<file path="config.mk">
export PLATFORM = sky130hd
export DESIGN_NAME = uart_rx
export DESIGN_NICKNAME = d
export VERILOG_FILES = /design/src/rtl/uart_pkg.sv /design/src/rtl/sync_2ff.sv /design/src/rtl/uart_rx.sv
export SDC_FILE = /design/constraint.sdc
export NUM_CORES = 1
export LEC_CHECK = 0
export BUFFER_PORTS_ARGS = -buffer_cell sky130_fd_sc_hd__buf_2
export CORE_MARGIN = 2
export CORE_UTILIZATION = 35
export DETAILED_ROUTE_END_ITERATION = 10
export PLACE_DENSITY = 0.55
export SLEW_MARGIN = 20
export SYNTH_ARGS = -nofsm -noshare
export SYNTH_HDL_FRONTEND = slang
export SYNTH_HIERARCHICAL = 1
export SYNTH_SLANG_ARGS = --single-unit
</file>
<file path="constraint.sdc">
create_clock -name clk_in -period 1.9 [get_ports clk_in]
set_clock_uncertainty 0.15 [all_clocks]
set_input_delay 0.095 -clock clk_in [delete_from_list [all_inputs] [get_ports clk_in]]
set_output_delay 0.095 -clock clk_in [all_outputs]
set_load 0.01 [all_outputs]
</file>
<file path="src/rtl/uart_pkg.sv">
// uart_pkg: shared receiver state encoding and default frame geometry.
package uart_pkg;
   localparam int DEF_DATA_BITS   = 8;
   localparam int DEF_SAMPLE_RATE = 16;
   typedef enum logic [1:0] {IDLE, START, DATA, STOP} rx_state_t;
endpackage

</file>
<file path="src/rtl/sync_2ff.sv">
// sync_2ff: two-flop synchronizer for an asynchronous single-bit input.
module sync_2ff #(
   parameter logic RESET_VAL = 1'b1
) (
   input  logic clk_in,
   input  logic rst_in,
   input  logic d_in,
   output logic q_out
);
   logic r_meta, r_q;
   always_ff @(posedge clk_in or posedge rst_in) begin
      if (rst_in) begin
         r_meta <= RESET_VAL;
         r_q    <= RESET_VAL;
      end else begin
         r_meta <= d_in;
         r_q    <= r_meta;
      end
   end
   assign q_out = r_q;
endmodule

</file>
<file path="src/rtl/uart_rx.sv">
// uart_rx: oversampled 8N1-style receiver with a one-entry valid/ready output buffer.
// Frame errors and overruns are reported as single-cycle pulses.
module uart_rx
   import uart_pkg::*;
#(
   parameter int DATA_BITS   = DEF_DATA_BITS,
   parameter int SAMPLE_RATE = DEF_SAMPLE_RATE
) (
   input  logic                 clk_in,
   input  logic                 rst_in,
   input  logic                 tick_in,
   input  logic                 rx_in,
   output logic [DATA_BITS-1:0] data_out,
   output logic                 valid_out,
   input  logic                 ready_in,
   output logic                 frame_err_out,
   output logic                 overrun_out
);
   localparam int CW = $clog2(SAMPLE_RATE);
   localparam int IW = $clog2(DATA_BITS + 1);
   localparam logic [CW-1:0] MID      = CW'(SAMPLE_RATE / 2 - 1);
   localparam logic [CW-1:0] LAST     = CW'(SAMPLE_RATE - 1);
   localparam logic [IW-1:0] LAST_BIT = IW'(DATA_BITS - 1);

   rx_state_t            r_state;
   logic [CW-1:0]        r_cnt;
   logic [IW-1:0]        r_idx;
   logic [DATA_BITS-1:0] r_shift, r_data;
   logic                 r_valid, r_ferr, r_ovr;
   logic                 w_rx_s, w_xfer;

   sync_2ff #(.RESET_VAL(1'b1)) u_sync (
      .clk_in(clk_in),
      .rst_in(rst_in),
      .d_in  (rx_in),
      .q_out (w_rx_s)
   );

   assign w_xfer = r_valid & ready_in;

   always_ff @(posedge clk_in or posedge rst_in) begin
      if (rst_in) begin
         r_state <= IDLE;
         r_cnt   <= '0;
         r_idx   <= '0;
         r_shift <= '0;
         r_data  <= '0;
         r_valid <= 1'b0;
         r_ferr  <= 1'b0;
         r_ovr   <= 1'b0;
      end else begin
         r_ferr <= 1'b0;
         r_ovr  <= 1'b0;
         if (w_xfer) r_valid <= 1'b0;
         if (tick_in) begin
            case (r_state)
               IDLE:
                  if (!w_rx_s) begin
                     r_state <= START;
                     r_cnt   <= '0;
                  end
               START:
                  if (r_cnt == MID) begin
                     r_state <= w_rx_s ? IDLE : DATA;
                     r_cnt   <= '0;
                     r_idx   <= '0;
                  end else r_cnt <= r_cnt + CW'(1);
               DATA:
                  if (r_cnt == LAST) begin
                     r_shift <= DATA_BITS'({w_rx_s, r_shift} >> 1);
                     r_cnt   <= '0;
                     r_idx   <= r_idx + IW'(1);
                     if (r_idx == LAST_BIT) r_state <= STOP;
                  end else r_cnt <= r_cnt + CW'(1);
               STOP:
                  if (r_cnt == LAST) begin
                     r_state <= IDLE;
                     r_cnt   <= '0;
                     // a pending byte survives unless it is being taken on this same edge
                     if (!w_rx_s) r_ferr <= 1'b1;
                     else if (r_valid && !ready_in) r_ovr <= 1'b1;
                     else begin
                        r_data  <= r_shift;
                        r_valid <= 1'b1;
                     end
                  end else r_cnt <= r_cnt + CW'(1);
               default: r_state <= IDLE;
            endcase
         end
      end
   end

   assign data_out      = r_data;
   assign valid_out     = r_valid;
   assign frame_err_out = r_ferr;
   assign overrun_out   = r_ovr;
endmodule

</file>
==> After elaboration in Yosys (flattened, before gate mapping) <==
Cells that the tools add are included.
{ "op_classes": {"div": 0, "multipliers": 0, "add_sub_neg": 2, "order_cmp": 0, "bitwise_logic": 2, "shift": 0, "n_eq_ne": 11, "n_reduce_logical": 10, "muxes": 29} }
{ "ops": {"columns": ["operator", "count"], "rows": [
  ["$mux 4", 5],
  ["$mux 1", 15],
  ["$mux 2", 6],
  ["$pmux 4 s3", 1],
  ["$ne 2x2->1 const B", 5],
  ["$add 4x1->4 const B", 2],
  ["$eq 4x3->1 const B", 2],
  ["$pmux 2 s4", 1],
  ["$pmux 4 s2", 1],
  ["$reduce_and 6->1", 1],
  ["$reduce_and 5->1", 1],
  ["$eq 2x2->1 const B", 2],
  ["$eq 4x4->1 const B", 1],
  ["$reduce_and 4->1", 1],
  ["$reduce_and 3->1", 1],
  ["$eq 2x1->1 const B", 1],
  ["$logic_not 2->1", 1],
  ["$reduce_and 2->1", 1],
  ["$reduce_bool 2->1", 1],
  ["$reduce_or 2->1", 1],
  ["$and 1x1->1", 1],
  ["$logic_and 1x1->1", 1],
  ["$logic_not 1->1", 1],
  ["$not 1->1", 1]
]} }
{ "totals": {"register_bits": 31, "ram_bits": 0, "n_memories": 0, "latch_bits": 0, "rom_bits": 0, "out_inout_bits": 11, "input_bits": 5, "elab_cells": 64} }

==> Longest topological paths before layout <==
{ "depth": {"word_depth": 7, "mapped_depth": 6, "ltp_nobuf": 4} }

==> Hierarchy <==
Netlist, hierarchy kept.
{ "by_module_without_submodules": {"columns": ["mod", "area_per_inst_um2", "cells_each", "seq_area_each_um2", "instances"], "rows": [
  ["uart_rx", 1396.3, 114, 725.7, 1],
  ["sync_2ff", 56.3, 3, 52.6, 1]
]} }

==> Worst setup path before layout <==
No wires, ideal clock.
{ "synth_timing": {"kind": "register to register", "start": "register r_cnt[0]", "end": "register r_data[0] (netlist: data_out[0])", "required_time_ns": 1.625, "setup_ns": 0.125, "path_stages_with_launch": 6, "synth_period_minus_slack_ns": 1.812, "n_path_buf": 1, "path_slack_ns": 0.088, "arrival_time_ns": 1.537, "path_cell_list": "dfrtp_1 > ha_1 > buf_4 > nand4_4 > nor3b_4 > mux2_2"} }
{ "synth_via": {"elab_chain_len": 2} }
{ "synth_rtl": {"columns": ["item", "line_no", "source"], "rows": [
  ["start, declared", "uart_rx.sv:26", "logic [CW-1:0] r_cnt;"],
  ["start signal, assigned", "uart_rx.sv:67", "end else r_cnt <= r_cnt + CW'(1);"],
  ["start signal, assigned", "uart_rx.sv:74", "end else r_cnt <= r_cnt + CW'(1);"],
  ["start signal, assigned", "uart_rx.sv:86", "end else r_cnt <= r_cnt + CW'(1);"],
  ["$eq 4x4->1", "uart_rx.sv:76", "if (r_cnt == LAST) begin"],
  ["$reduce_and 5->1 (no line)", null, null],
  ["end signal, assigned", "uart_rx.sv:83", "r_data <= r_shift;"],
  ["end, declared", "uart_rx.sv:28", "logic [DATA_BITS-1:0] r_shift, r_data;"]
]} }
No other way between the ends.
A chain may end at the register's enable or synchronous reset.

==> Worst setup path in the final report <==
{ "layout_timing": {"start": "register r_cnt[1]", "end": "register r_data[6] (netlist: data_out[6])"} }
The elaborated chain is that of the path after synthesis.

==> results.md <==
Place:
- The placed cell count is ~180.
- The count of buffers added on input and output ports is 15.
- The pre-CTS setup slack is 0.114 ns.
- At the end of routability-driven placement, the weighted congestion stood at roughly 0.80.
- After legalization and detailed placement, the total HPWL measured about 1.9 mm.

Synth:
- Measured against the total synthesized area, the mux share comes to a little over an eighth.
- For this run, the leading register cell type out of synthesis is sky130_fd_sc_hd__dfrtp_1.
- By area the synthesized netlist is led by sky130_fd_sc_hd__dfrtp_1 50%, sky130_fd_sc_hd__mux2_2 12%, sky130_fd_sc_hd__dfstp_2 3.6%.
- The fraction of the mapped netlist area in adder cells is approximately 1.7%.
- Dividing the synthesized area by the synthesized cell count gives approximately 12 sq um.
- The post-synthesis sequential area ratio is 53.6%.
- Counting flops with an async set or reset pin after synthesis yields a share of between 90% and 100%.
- The number of warnings printed during yosys synthesis is 6.
- Summing the areas of all xor and xnor instances in the mapped netlist gives 0.603% of the synthesized area.
- The combinational family with the most area after synthesis is simple AND/OR/NAND/NOR gates.
- The synthesized design contains 31 register bits.
- The mapped netlist covers ~1500 sq um.
- The number of nets handed over by synthesis was 124.
- The area fraction in compound gates after synthesis is around an eighth.
- The synthesized design spends more area on one cell type than any other, namely sky130_fd_sc_hd__dfrtp_1.
- The post-synthesis cell count is 117.
- Of the post-synthesis cell area, the dominant cell type holds about half.
- The number of distinct library cells after synthesis is 45.
- The synthesized design contains 0 enable-type register cells.
- The synthesized netlist devotes roughly an eighth of its cell area to simple gates.

Critical path:
- The critical path is of the flop to flop type.
- STA classifies the critical path startpoint as a flop.
- In this run the worst path has a maximum fanout of 8.
- Walking the worst path, the cells encountered are ha_1, nand4_4, nor3b_4, buf_12, mux2_2.
- STA puts the critical path data arrival time at between 1.5 and 2 ns.
- The kind of capture point of the worst setup path is a flop.
- The largest stage delay on the critical path is about 0.38 ns.
- The data required time of the worst path is around 1.9 ns.
- The cell with the largest stage delay on the worst path is sky130_fd_sc_hd__dfrtp_1.

Final layout:
- After the last flow step, the layout net total stands at 150.
- The most common library cell in the layout ignoring fill and taps is sky130_fd_sc_hd__dfrtp_1.
- The top cell types in the final layout, fill and taps aside, are 29 x sky130_fd_sc_hd__dfrtp_1, 15 x sky130_fd_sc_hd__mux2_2, 15 x sky130_fd_sc_hd__buf_2, 7 x sky130_fd_sc_hd__buf_4.
- Cells fill 44.0% of the core in the end.
- The growth of design area from synthesis to finish is 21.2%.
- The final antenna diode count is 0.
- In the final layout, the share of cells above drive strength 1 is around two fifths.
- Leaving out filler cells and counting taps, the final layout contains just under 200.

GRT:
- Entering global routing, the biggest net connects 30 pins.
- The number of antenna violations at the first check in global routing came to 0.
- Global routing consumed, over all layers together, a little over an eighth of the routing resources.
- The first global-routing pass estimated between 4 and 5 mm of wire.
- The overall overflow remaining after global route is 0.
- The number of global-route vias before repair is a little under 1k.

Clocking:
- The root buffer cell chosen for the clock tree is sky130_fd_sc_hd__clkbuf_8.
- The clock tree from TritonCTS is built.
- No sink is reached through more buffers than the 2 on the longest clock path.
- The clock tree synthesis step divided the H-tree into 2 levels.
- The insertion delay to the later sink of the worst-skew pair is ~0.28 ns.
- The number of clock sinks seen by CTS is 31.
- The number of buffers created by CTS is 5.
- The clock-pin transition on the worst setup and hold timing paths is around 0.060 ns.
- The post-CTS repair timing setup buffer count is 0.

Route:
- The routed via count is approximately 1k.
- The total wirelength of the detailed-routed design is 2.77 mm.
- The number of optimization iterations in the first detailed-route pass is 4.
- The ratio of routed vias to standard cells is 5.22.
- The residual DRC count is 0.
- Dividing the detail-routed wire length by the instance count gives between 10 and 15 microns.
- After the first detailed-routing iteration, the DRC count stood at 32.
- The remaining antenna violation count after routing is 0.

Die:
- The die covers 4680 sq um.
- The number of I/O pins is 16.
- The initial utilization of the core area, before any placement, comes to roughly 36%.
- The core outline area is 4000 sq um.
- The die is just under 70 microns wide.
- The initialized floorplan defines 23 standard-cell rows.
- From bottom edge to top edge, the die measures a little under 70 microns.

STA:
- At the pin with the least slew margin, the transition time is roughly 0.38 ns.
- The final setup violation count is 0.
- The final worst-path setup slack is 0.123 ns.
- The routed design could run at a clock period as short as about 1.8 ns.
- Setup repair after global routing left no endpoint under its margin.
- The share of the clock period used by the worst path after layout is between 90 and 100%.
- Summed over all failing endpoints, the final setup total negative slack is 0 ns.
- The maximum clock frequency is about 560 MHz.
- The headroom to the max-slew limit is 75.0%.
- The count of endpoints failing hold in the final timing report is 0.
- The final number of max-transition violations is 0.

Power:
- IR analysis of the VDD net gives a maximum drop of 0.000606 V.
- Summed over all nets, the switching power comes to roughly 0.63 mW.
- Per report_power, the sequential group accounts for a little under half of the total.
- The post-layout total power is 1.92 mW.
- The part of the power in combinational logic is about a quarter.
- The areal power density over the cells is about 1100 nW/um^2.
- The internal portion of total power is between 1 and 1.5 mW.
- Net switching is 32.9% of the power.
- The standby leakage power is roughly 0.85 nW.
- The clock network burns approximately 28% of the power.

Hold path:
- The path class of the lowest-slack min-delay path is primary input to flop.

Flow run:
- Across the run, the number of max-cap violations was 0.

Run status:
- The run finished with clean final reports.
-- layer usage --
metal	global-route usage (%)	vias to the layer above	part of all wire, %
li1	-	490	-
met1	18.6	494	49
met2	20.1	26	46
met3	4.44	2	4.4
met4	5.25	0	0.83
met5	0	-	0
-- synth_stat cells (all sizes together) (2+ instances only) --
master	instances
ha	2
nand2	6
a22o	2
dfstp	2
nor3	3
nor2	2
a21o	2
inv	5
buf	6
dfrtp	29
clkbuf	2
a31oi	3
mux2	16
a221oi	2
nand3	2
or2	2
nand4	4
o21ai	5
-- power by group through the flow --
stage               combinational, mW  clock [mW]  sequential [mW]
finish                          0.506       0.530            0.880
global route                    0.564       0.582            0.896
CTS                             0.507       0.550            0.874
detailed placement              0.501           0            0.886
global placement                0.491           0            0.884
floorplan                       0.422           0            0.822
-- final timing paths --
path	startpoint	endpoint	slack, ns	depth (start not counted)
max in group asynchronous	rst_in	data_out[6]	1.03	4
worst min register to register	u_sync/r_meta	u_sync/q_out	0.21	0
worst max register to register	r_cnt[1]	data_out[6]	0.12	5
worst max-delay path	r_cnt[1]	data_out[6]	0.12	5
min in group asynchronous	rst_in	u_sync/r_meta	0.25	3
worst min-delay path	tick_in	r_cnt[1]	0.1	2
-- area by class of cell --
type	count	area (sq um)
Clock buffer	7	86.3
Clock inverter	1	5.00
Fill cell	369	2240
Inverter	5	18.8
Multi-Input combinational cell	73	612
Sequential cell	31	778
Tap cell	50	62.6
Timing Repair Buffer	27	198
-- cell families after synthesis --
| kind of cell | after synthesis |
|---|---|
| AOI/OAI and AO/OA | 26 |
| xor gates and xnor gates | 1 |
| adders and majority gates | 2 |
| buffers and inverters | 13 |
| DFF | 31 |
| muxes | 17 |
| and+or+nand+nor | 27 |
-- metrics by stage --
stage	hold WS [ns]	instance area (sq um)
global route	0.0854	1760
floorplan	-0.144	1450
detailed placement	-0.0156	1640
global placement	-0.0267	1640
finish	0.0968	1760
CTS	0.0804	1760
-- flip-flops by register name (all words and copies together) (netlist names), named ones only --
signal         cells
r_state            1
overrun_out        1
valid_out          1
u_sync/r_meta      1
r_cnt              4
u_sync/q_out       1
frame_err_out      1
r_idx              4
r_shift            8
data_out           8
-- critical path: cells and delay by family (launching register included) --
kind	cells	cell delay, ns
and+or+nand+nor	2	0.39
buffers and inverters	1	0.15
DFF	1	0.38
adders and majority gates	1	0.26
muxes	1	0.32
-- repair_timing --
action	4_1_cts	5_1_grt
endpoints found under the hold margin	34	0
endpoints found under the setup margin	0	2
hold buffers	3	0
resized for setup	0	1
(Power assumes the default switching activity.)
